[config.mk]
export PLATFORM = sky130hd
export DESIGN_NAME = jtcus30_dcblk
export DESIGN_NICKNAME = d
export VERILOG_FILES = /design/src/rtl/jtcus30_dcblk.sv
export SDC_FILE = /design/constraint.sdc
export NUM_CORES = 1
export LEC_CHECK = 0
export BUFFER_PORTS_ARGS = -buffer_cell sky130_fd_sc_hd__buf_2
export CORE_MARGIN = 4
export CORE_UTILIZATION = 46
export DETAILED_ROUTE_END_ITERATION = 12
export HOLD_SLACK_MARGIN = 0.12
export SYNTH_ARGS = -nofsm -noshare
export SYNTH_HDL_FRONTEND = slang
export SYNTH_SLANG_ARGS = --single-unit
[constraint.sdc]
create_clock -name clk -period 7.3 [get_ports clk]
set_clock_uncertainty 0.2 [all_clocks]
set_input_delay 0.365 -clock clk [delete_from_list [all_inputs] [get_ports clk]]
set_output_delay 0.365 -clock clk [all_outputs]
set_load 0.005 [all_outputs]
[src/rtl/jtcus30_dcblk.sv]
// Stereo DC-blocking high-pass (pole 1-2^-K) after the CUS30 DAC accumulator.
// Latency 3 clk strobe->dout_sample; one strobe buffered while busy, further ones dropped (overrun).
module jtcus30_dcblk #(
    parameter int SW = 13,
    parameter int K  = 8
) (
    input  logic                 clk,
    input  logic                 rst,
    input  logic                 sample,
    input  logic signed [SW-1:0] din_l,
    input  logic signed [SW-1:0] din_r,
    input  logic                 clr,
    output logic signed [SW-1:0] dout_l,
    output logic signed [SW-1:0] dout_r,
    output logic                 dout_sample,
    output logic                 sat,
    output logic                 overrun
);
    localparam int AW = SW + K + 2;
    localparam logic signed [AW-1:0] C_MAX = AW'((1 << (SW - 1)) - 1);
    localparam logic signed [AW-1:0] C_MIN = ~C_MAX;

    typedef enum logic [1:0] {IDLE, CALC_L, CALC_R, OUT} state_t;
    state_t r_state, w_next;

    logic signed [SW-1:0] r_hold_l, r_hold_r, r_pend_l, r_pend_r;
    logic signed [SW-1:0] r_xp_l, r_xp_r, r_y_l;
    logic signed [AW-1:0] r_a_l, r_a_r;
    logic                 r_pend;

    logic signed [SW-1:0] w_x, w_xp, w_yc;
    logic signed [AW-1:0] w_a, w_d, w_an, w_y;
    logic                 w_calc, w_clip, w_capture, w_drop;

    // Shared datapath: channel selected by the FSM state
    always_comb begin
        w_calc = (r_state == CALC_L) || (r_state == CALC_R);
        w_x    = (r_state == CALC_R) ? r_hold_r : r_hold_l;
        w_xp   = (r_state == CALC_R) ? r_xp_r   : r_xp_l;
        w_a    = (r_state == CALC_R) ? r_a_r    : r_a_l;
        w_d    = {{(AW-SW){w_x[SW-1]}}, w_x} - {{(AW-SW){w_xp[SW-1]}}, w_xp};
        w_an   = w_a + (w_d <<< K) - (w_a >>> K);
        w_y    = w_an >>> K;
        w_yc   = w_y[SW-1:0];
        w_clip = 1'b0;
        if (w_y > C_MAX) begin
            w_yc   = C_MAX[SW-1:0];
            w_clip = 1'b1;
        end else if (w_y < C_MIN) begin
            w_yc   = C_MIN[SW-1:0];
            w_clip = 1'b1;
        end
        w_capture = sample && w_calc && !r_pend;
        w_drop    = sample && (r_state != IDLE) && r_pend;
    end

    always_comb begin
        w_next = r_state;
        case (r_state)
            IDLE:    if (sample) w_next = CALC_L;
            CALC_L:  w_next = CALC_R;
            CALC_R:  w_next = OUT;
            OUT:     w_next = (r_pend || sample) ? CALC_L : IDLE;
            default: w_next = IDLE;
        endcase
    end

    always_ff @(posedge clk or posedge rst) begin
        if (rst) r_state <= IDLE;
        else     r_state <= w_next;
    end

    always_ff @(posedge clk or posedge rst) begin
        if (rst) begin
            r_hold_l <= '0;
            r_hold_r <= '0;
            r_pend_l <= '0;
            r_pend_r <= '0;
            r_pend   <= 1'b0;
            r_xp_l   <= '0;
            r_xp_r   <= '0;
            r_a_l    <= '0;
            r_a_r    <= '0;
            r_y_l    <= '0;
            dout_l   <= '0;
            dout_r   <= '0;
            sat      <= 1'b0;
            overrun  <= 1'b0;
        end else begin
            case (r_state)
                IDLE: if (sample) begin
                    r_hold_l <= din_l;
                    r_hold_r <= din_r;
                end
                CALC_L: begin
                    r_a_l  <= w_an;
                    r_xp_l <= r_hold_l;
                    r_y_l  <= w_yc;
                end
                CALC_R: begin
                    r_a_r  <= w_an;
                    r_xp_r <= r_hold_r;
                    dout_l <= r_y_l;
                    dout_r <= w_yc;
                end
                OUT: begin
                    // A strobe landing in OUT with nothing pending goes straight in
                    if (r_pend) begin
                        r_hold_l <= r_pend_l;
                        r_hold_r <= r_pend_r;
                        r_pend   <= 1'b0;
                    end else if (sample) begin
                        r_hold_l <= din_l;
                        r_hold_r <= din_r;
                    end
                end
                default: ;
            endcase
            if (w_capture) begin
                r_pend_l <= din_l;
                r_pend_r <= din_r;
                r_pend   <= 1'b1;
            end
            if (clr) begin
                sat     <= 1'b0;
                overrun <= 1'b0;
            end
            if (w_calc && w_clip) sat <= 1'b1;
            if (w_drop) overrun <= 1'b1;
        end
    end

    assign dout_sample = (r_state == OUT);
endmodule

### Yosys cells after proc, flatten, opt, wreduce, memory -nomap -nowiden

Index checks and enable logic that the tools add are counted.

| storage, ports and cells | value |
|---|---|
| output and inout port bits | 29 |
| input port bits | 30 |
| bits in registers | 168 |

| cells by class | value |
|---|---|
| order comparisons | 2 |
| reductions and logical operators | 14 |
| add/subtract/negate cells | 3 |
| multiplexer cells | 21 |
| eq/ne operators | 4 |

Operator list:

| cell | number |
|---|---|
| $mux W13 | 8 |
| $pmux W13 S2 | 2 |
| $add A23 B22 Y23 | 1 |
| $mux W23 | 1 |
| $sub A23 B15 Y23 | 1 |
| $gt A15 B13 Y1 const B | 1 |
| $lt A15 B13 Y1 const B | 1 |
| $sub A13 B13 Y14 | 1 |
| $reduce_bool A2 Y1 | 5 |
| $mux W1 | 8 |
| $pmux W2 S4 | 1 |
| $logic_and A1 B1 Y1 | 5 |
| $eq A2 B2 Y1 const B | 2 |
| $eq A2 B1 Y1 const B | 1 |
| $logic_not A2 Y1 | 1 |
| $logic_or A1 B1 Y1 | 2 |
| $mux W2 | 1 |
| $ne A2 B2 Y1 const B | 1 |
| $logic_not A1 Y1 | 1 |

### Logic depth before layout (Yosys ltp)

Gate-level depths: netlist (run 1).

| logic depth | value |
|---|---|
| word-level depth | 10 |
| gate-level depth with buffers | 29 |

### Worst setup path before layout (run 1)

OpenSTA, ideal clock, no wires.

| timing path | value |
|---|---|
| path kind | reg-to-reg |
| start point | register r_state[0] |
| end point | register dout_r[6] |
| arrival | 6.102 ns |
| stages on the path, launching flop included | 27 |
| setup time | 0.144 ns |
| data required time | 6.956 ns |
| path buffers | 4 |
| path slack | 0.854 ns |
| cells stage by stage | dfrtp_1 inv_1 ha_1 clkbuf_1 clkbuf_1 mux2i_1 ha_1 nor2b_1 o31a_1 nand2_1 or3b_2 a21o_1 a21oi_1 xnor2_1 fa_1 inv_1 ha_1 buf_6 a21o_4 o21ai_2 a21oi_1 or4b_1 a211o_1 and2_4 a22oi_4 buf_6 o221ai_1 |

| on the way | value |
|---|---|
| longest elaborated chain between the ends | 8 |
| elaborated cells on any way between the ends | 11 |
| those cells by class | add/sub: 3; order compare: 2; eq/ne: 1; mux: 5 |

RTL lines:

| element | RTL line | source |
|---|---|---|
| start: declaration | 24 | `state_t r_state, w_next;` |
| start signal: assignment | 70 | `else r_state <= w_next;` |
| $eq A2 B2 Y1 (*) | - |  |
| $mux W13, on equally long branches | 38, 39 |  |
| $sub A13 B13 Y14 | 41 | `w_d = {{(AW-SW){w_x[SW-1]}}, w_x} - {{(AW-SW){w_xp[SW-1]}}, w_xp};` |
| $add A23 B22 Y23 | 42 | `w_an = w_a + (w_d <<< K) - (w_a >>> K);` |
| $sub A23 B15 Y23 | 42 |  |
| $lt A15 B13 Y1 | 49 | `end else if (w_y < C_MIN) begin` |
| $mux W13 | 49 |  |
| $mux W13 | 46 | `if (w_y > C_MAX) begin` |
| end signal: assignment | 104 | `dout_r <= w_yc;` |
| end: declaration | 14 | `output logic signed [SW-1:0] dout_r,` |

Mark *: on every way between the ends. The rest lies on a longest branch, timed or not.
A chain may end at the register's enable or synchronous reset.

### Worst setup path in the final report (run 1)

| timing path | value |
|---|---|
| start point | register r_state[0] |
| end point | register r_y_l[3] |

| on the way | value |
|---|---|
| longest elaborated chain between the ends | 8 |
| elaborated cells on any way between the ends | 12 |
| those cells by class | add/sub: 3; order compare: 2; eq/ne: 2; mux: 5 |

RTL lines:

| element | RTL line | source |
|---|---|---|
| $eq A2 B2 Y1 | 38, 39, 40 |  |
| $mux W13, on equally long branches | 38, 39 |  |
| $sub A13 B13 Y14 | 41 |  |
| $add A23 B22 Y23 | 42 |  |
| $sub A23 B15 Y23 | 42 |  |
| $lt A15 B13 Y1 | 49 |  |
| $mux W13 | 49 |  |
| $mux W13 | 46 |  |
| end signal: assignment | 98 | `r_y_l <= w_yc;` |
| end: declaration | 27 | `logic signed [SW-1:0] r_xp_l, r_xp_r, r_y_l;` |

Parallel ways exist; a longest one is shown, timed or not.

==> metrics.txt, run 1 <==
status=finished clean; final period utilization=0.8901; Fmax=153.9 MHz; Rows=52; max cap viols=0; initial antenna violation count=0; die height=152.8 um; Slew headroom=0.3278; Ant. Diodes=0; Fin Setup TNS=0 ns; Synth Area per Inst=11.01 um2; H-tree levels=4; share of cells above drive strength 1=0.2461; WL/cell=16.45 um; total gr overflow=0; Core Area=0.02043 mm2; most common cell in the netlist=dfrtp_1; top post-synthesis cells by area=dfrtp_1, mux2_2, ha_1, inv_1, fa_1; Netlist cell types=76; Bufs and invs on worst path=3; TritonCTS clock tree=done; Initial Utilization=0.4719; synth cell count leaders=dfrtp_1, mux2_2, inv_1, o21ai_0, nand2_1; crit path kind=register to register; clock sink count=168; net count after synthesis=969; die area=0.02334 mm2; Reg clk slew, reported paths=0.07 ns; EDFF count, synth=0; Resized Gates After CTS=0; Syn Inst Count=876; pin count of the biggest net entering global routing=103; Critical Path Source Type=register; flops & latches, synth=168; Syn-to-layout area delta=13.15%; Least-Margin Pin Slew=1.008 ns; sequential-to-total area share from yosys stat=0.4361; CP peak stage delay=0.48 ns; Critical-path top delay cell=fa_1; Clock Root Buffer=clkbuf_16; RSZ-0062 raised after global routing=false; GP Congestion=0.8678; Crit path max-delay family=compound AO/OA/AOI/OAI gates; Mapped Area=0.009640 mm2; asr flop ratio synth=1.000; HP Class=register to register; DR vias/cell=5.298; Synth area leader=dfrtp_1; CTS buffer count=17; Setup-failing EPs final=0; Skew-Pair Late Insertion Delay=0.44 ns; DRC violations left=0; via count=6511; die width=152.8 um; first-pass GRT wire length=34380 um; Routed WL=20210 um; Req. time, crit path=7.37 ns; Setup crit end kind=register; drt first pass iters=4; vias in the first global route=6661; Ports=59; Max FO, Critical Path=12; Tot GR Track Use=0.1786; DP Wirelength=14580 um; port buffer count=58; antenna-violating nets left=0; Yosys top cell area share=0.4361; Hold Vio Cnt, Final=0; final core occ=0.5339; CP arrival=6.57 ns; crit path time final=6.498 ns; Max Slew Vio Count=0; Nets=1039; Yosys warnings=0; Clock Path Buffers=2; ys flop type=dfrtp_1; number of DRC markers in iteration 0=280
-- metal layers --
metal,vias up,share of wire,global-route usage
li1,3212,-,-
met1,3187,0.47,0.2417
met2,92,0.49,0.2974
met3,20,0.026,0.03039
met4,0,0.015,0.05176
met5,-,0,0
-- cells by family (layout without fill, tap and decap cells) --
family | Yosys count | after routing | share of synthesized area
AO/OA/AOI/OAI | 208 | 208 | 0.1481
XOR/XNOR | 39 | 39 | 0.03816
adder cells (fa/ha/maj) | 63 | 63 | 0.09422
buffers and inverters | 139 | 222 | 0.07138
AND/OR/NAND/NOR | 133 | 133 | 0.06788
flip-flops | 168 | 168 | 0.4361
multiplexers | 126 | 126 | 0.1442
-- area by class of cell --
class                      instances  area, um2
inverter                          91      346.6
timing repair buffer              99      670.6
tap                              270      337.8
multi-input combinational        569       4766
fill                            1825       9522
clock inverter                    14      153.9
clock buffer                      18      429.2
sequential                       168       4204
-- repair_timing --
action                                  in CTS  in global routing
setup buffers                                0                  2
endpoints found under the setup margin       0                  7
hold buffers                                29                  0
hold endpoints to repair                   156                  0
-- flip-flops by register name, indices dropped and copies added (netlist names) --
register,count
r_a_l,23
r_a_r,23
dout_l,13
dout_r,13
r_hold_l,13
r_hold_r,13
r_pend_l,13
r_pend_r,13
r_xp_l,13
r_xp_r,13
r_y_l,13
r_state,2
overrun,1
r_pend,1
sat,1
-- placed cells by master (no fill, tap or decap), types with 6 or more instances in the layout --
cell type      netlist  final
a21oi_1             42     42
dfrtp_1            168    168
mux2_2             103    103
xor2_1              15     15
buf_2                1     58
o211ai_1             7      7
o221ai_1            24     24
ha_1                47     44
clkbuf_16            0     17
xnor2_1             22     22
o21ai_1              6      6
dlygate4sd3_1        0     29
nor2_1              31     31
a22oi_1             26     26
buf_4                4     12
mux2i_1             23     23
inv_1               91     90
fa_1                16     16
a21o_1               6      6
o21ai_0             58     58
nand2_1             52     52
nand3_1              9      9
-- per-stage QoR --
| stage | hold slack (ns) | instance area (um2) | setup WS (ns) | cells |
|---|---|---|---|---|
| CTS | 0.2831 | 10890 | 0.4860 | 1227 |
| global route | 0.3050 | 10910 | 0.3474 | 1229 |
| finish | 0.2775 | 10910 | 0.8022 | 1229 |
| detailed placement | 0.2663 | 10020 | 0.4602 | 1166 |
| global placement | 0.2612 | 10020 | 0.6624 | 1166 |
| floorplan | 0.2456 | 9641 | 0.8537 | 876 |
-- final timing paths --
path,startpoint,endpoint,slack (ns),depth (start not counted)
max in group asynchronous,rst,r_y_l[8]$_DFFE_PP0N_,4.97,4
max reg2reg,r_state[0]$_DFFE_PP0P_,r_y_l[3]$_DFFE_PP0N_,0.80,25
min in group asynchronous,rst,r_hold_r[11]$_DFFE_PP0P_,0.47,3
min reg2reg,dout_r[12]$_DFFE_PP0N_,dout_r[12]$_DFFE_PP0N_,0.28,1
max,r_state[0]$_DFFE_PP0P_,r_y_l[3]$_DFFE_PP0N_,0.80,25
min,dout_r[12]$_DFFE_PP0N_,dout_r[12]$_DFFE_PP0N_,0.28,1
-- worst reg2reg max path, delay by kind of cell, from the launching register on --
kind	cells	cell delay, ns
AOI/OAI and AO/OA	11	2.20
adders and majority gates	5	1.88
and+or+nand+nor	4	1.04
DFF	1	0.42
buffers and inverters	3	0.27
muxes	1	0.23
xor gates and xnor gates	1	0.10
Power of run 1 is left out: the tool's default activity adds up to more than one toggle a clock period on the data nets, which glitch-free logic cannot reach.
==> run 2, diff against run 1 <==
--- a/config.mk
+++ b/config.mk
@@ -8,6 +8,7 @@
 export BUFFER_PORTS_ARGS = -buffer_cell sky130_fd_sc_hd__buf_2
 export CORE_MARGIN = 4
 export CORE_UTILIZATION = 46
+export CTS_BUF_LIST = sky130_fd_sc_hd__clkbuf_8 sky130_fd_sc_hd__clkbuf_16
 export DETAILED_ROUTE_END_ITERATION = 12
 export HOLD_SLACK_MARGIN = 0.12
 export SYNTH_ARGS = -nofsm -noshare
==> metrics.txt, run 2 (synthesized netlist as in run 1, its figures left out) <==
status=finished clean; DP Wirelength=14580 um; drt first pass iters=4; filler instances=1825; vias in the first global route=6661; GP Congestion=0.8678; Reg clk slew, reported paths=0.07 ns; antenna-violating nets left=0; initial antenna violation count=0; Nets=1039; crit path time final=6.493 ns; Max FO, Critical Path=12; die height=152.8 um; HP Class=register to register; CP arrival=6.57 ns; crit path kind=register to register; Setup crit end kind=register; Resized Gates After CTS=0; most frequent cells in the layout=dfrtp_1, mux2_2, inv_1; Critical Path Source Type=register; Syn-to-layout area delta=13.15%; die width=152.8 um; Slew headroom=0.3333; Initial Utilization=0.4719; H-tree levels=4; pin count of the biggest net entering global routing=103; Routed WL=20210 um; Least-Margin Pin Slew=1.000 ns; Fin Setup TNS=0 ns; Rows=52; reg2reg setup slack=0.81 ns; biggest regs=r_a_l (23), r_a_r (23); most common cell after layout, fill and taps aside=dfrtp_1; max cap viols=0; CTS buffer count=17; Hold Path End=dout_r[12]$_DFFE_PP0N_; WL/cell=16.44 um; DR vias/cell=5.289; final period utilization=0.8895; Fmax=154.0 MHz; Clock Root Buffer=clkbuf_16; worst hold stages=1; DRC violations left=0; via count=6500; share of cells above drive strength 1=0.2461; FF-to-FF Start=r_state[0]$_DFFE_PP0P_; Req. time, crit path=7.37 ns; Max Slew Vio Count=0; Hold Path Origin=dout_r[12]$_DFFE_PP0N_; FF-to-FF End=r_y_l[3]$_DFFE_PP0N_; number of DRC markers in iteration 0=293; Skew-Pair Late Insertion Delay=0.44 ns; Setup-failing EPs final=0; port buffer count=58; first-pass GRT wire length=34380 um; TritonCTS clock tree=done; Ports=59; Clock Path Buffers=2; total gr overflow=0; Hold Vio Cnt, Final=0; Tot GR Track Use=0.1786; RSZ-0062 raised after global routing=false; die area=0.02334 mm2; Ant. Diodes=0; Core Area=0.02043 mm2; worst r2r path cells=25; clock sink count=168
[run 2: timing repair]
item	4_1_cts	5_1_grt
hold buffers	29	0
setup endpoints to repair	0	7
hold endpoints to repair	156	0
buffers inserted	0	2
[run 2: metrics by stage]
step | utilization | setup WS (ns) | hold WS (ns) | cells | area (um2)
floorplan | - | 0.8537 | 0.2456 | 876 | 9641
CTS | 0.5332 | 0.4860 | 0.2831 | 1227 | 10890
global placement | 0.4904 | 0.6624 | 0.2612 | 1166 | 10020
detailed placement | 0.4904 | 0.4602 | 0.2663 | 1166 | 10020
finish | 0.5339 | 0.8067 | 0.2775 | 1229 | 10910
global route | 0.5339 | 0.3474 | 0.3050 | 1229 | 10910
[run 2: metal layers]
layer / track usage / vias up / share of wire
met3: 0.03039 / 20 / 0.024
li1: - / 3210 / -
met5: 0 / - / 0
met1: 0.2417 / 3178 / 0.47
met2: 0.2974 / 92 / 0.49
met4: 0.05176 / 0 / 0.015
[run 2: layout make-up]
type,instances,area [um2],area share
clock inverter,15,157.7,0.01445
timing repair buffer,99,670.6,0.06148
inverter,91,346.6,0.03177
multi-input combinational,569,4766,0.4369
sequential,168,4204,0.3854
clock buffer,17,425.4,0.03900
tap,270,337.8,0.03097
[run 2: critical path: stages (launching register included)]
cell	delay, ns
dfrtp_1	0.42
inv_1	0.18
ha_2	0.43
mux2_2	0.23
ha_1	0.16
inv_1	0.05
fa_1	0.39
a21o_1	0.19
a21oi_1	0.22
o21bai_1	0.09
a21o_1	0.20
a21oi_1	0.22
o311ai_0	0.14
a21oi_1	0.20
xor2_1	0.10
fa_1	0.48
inv_1	0.04
ha_1	0.41
and3_2	0.27
nand4b_1	0.09
o21ai_0	0.07
or4b_1	0.48
a211o_1	0.33
and2_4	0.20
a22oi_4	0.37
o221ai_1	0.17
[run 2: worst max path at each step]
stage	start	slack [ns]	end
after floorplan	r_state[0]$_DFFE_PP0P_	0.85	dout_r[6]$_DFFE_PP0N_
after global placement	r_state[0]$_DFFE_PP0P_	0.66	dout_r[0]$_DFFE_PP0N_
after detailed placement	r_state[0]$_DFFE_PP0P_	0.46	dout_r[6]$_DFFE_PP0N_
after CTS	r_state[0]$_DFFE_PP0P_	0.49	dout_r[10]$_DFFE_PP0N_
after global routing	r_state[0]$_DFFE_PP0P_	0.35	r_y_l[8]$_DFFE_PP0N_
final	r_state[0]$_DFFE_PP0P_	0.81	r_y_l[3]$_DFFE_PP0N_
Power of run 2 is left out for the same reason.
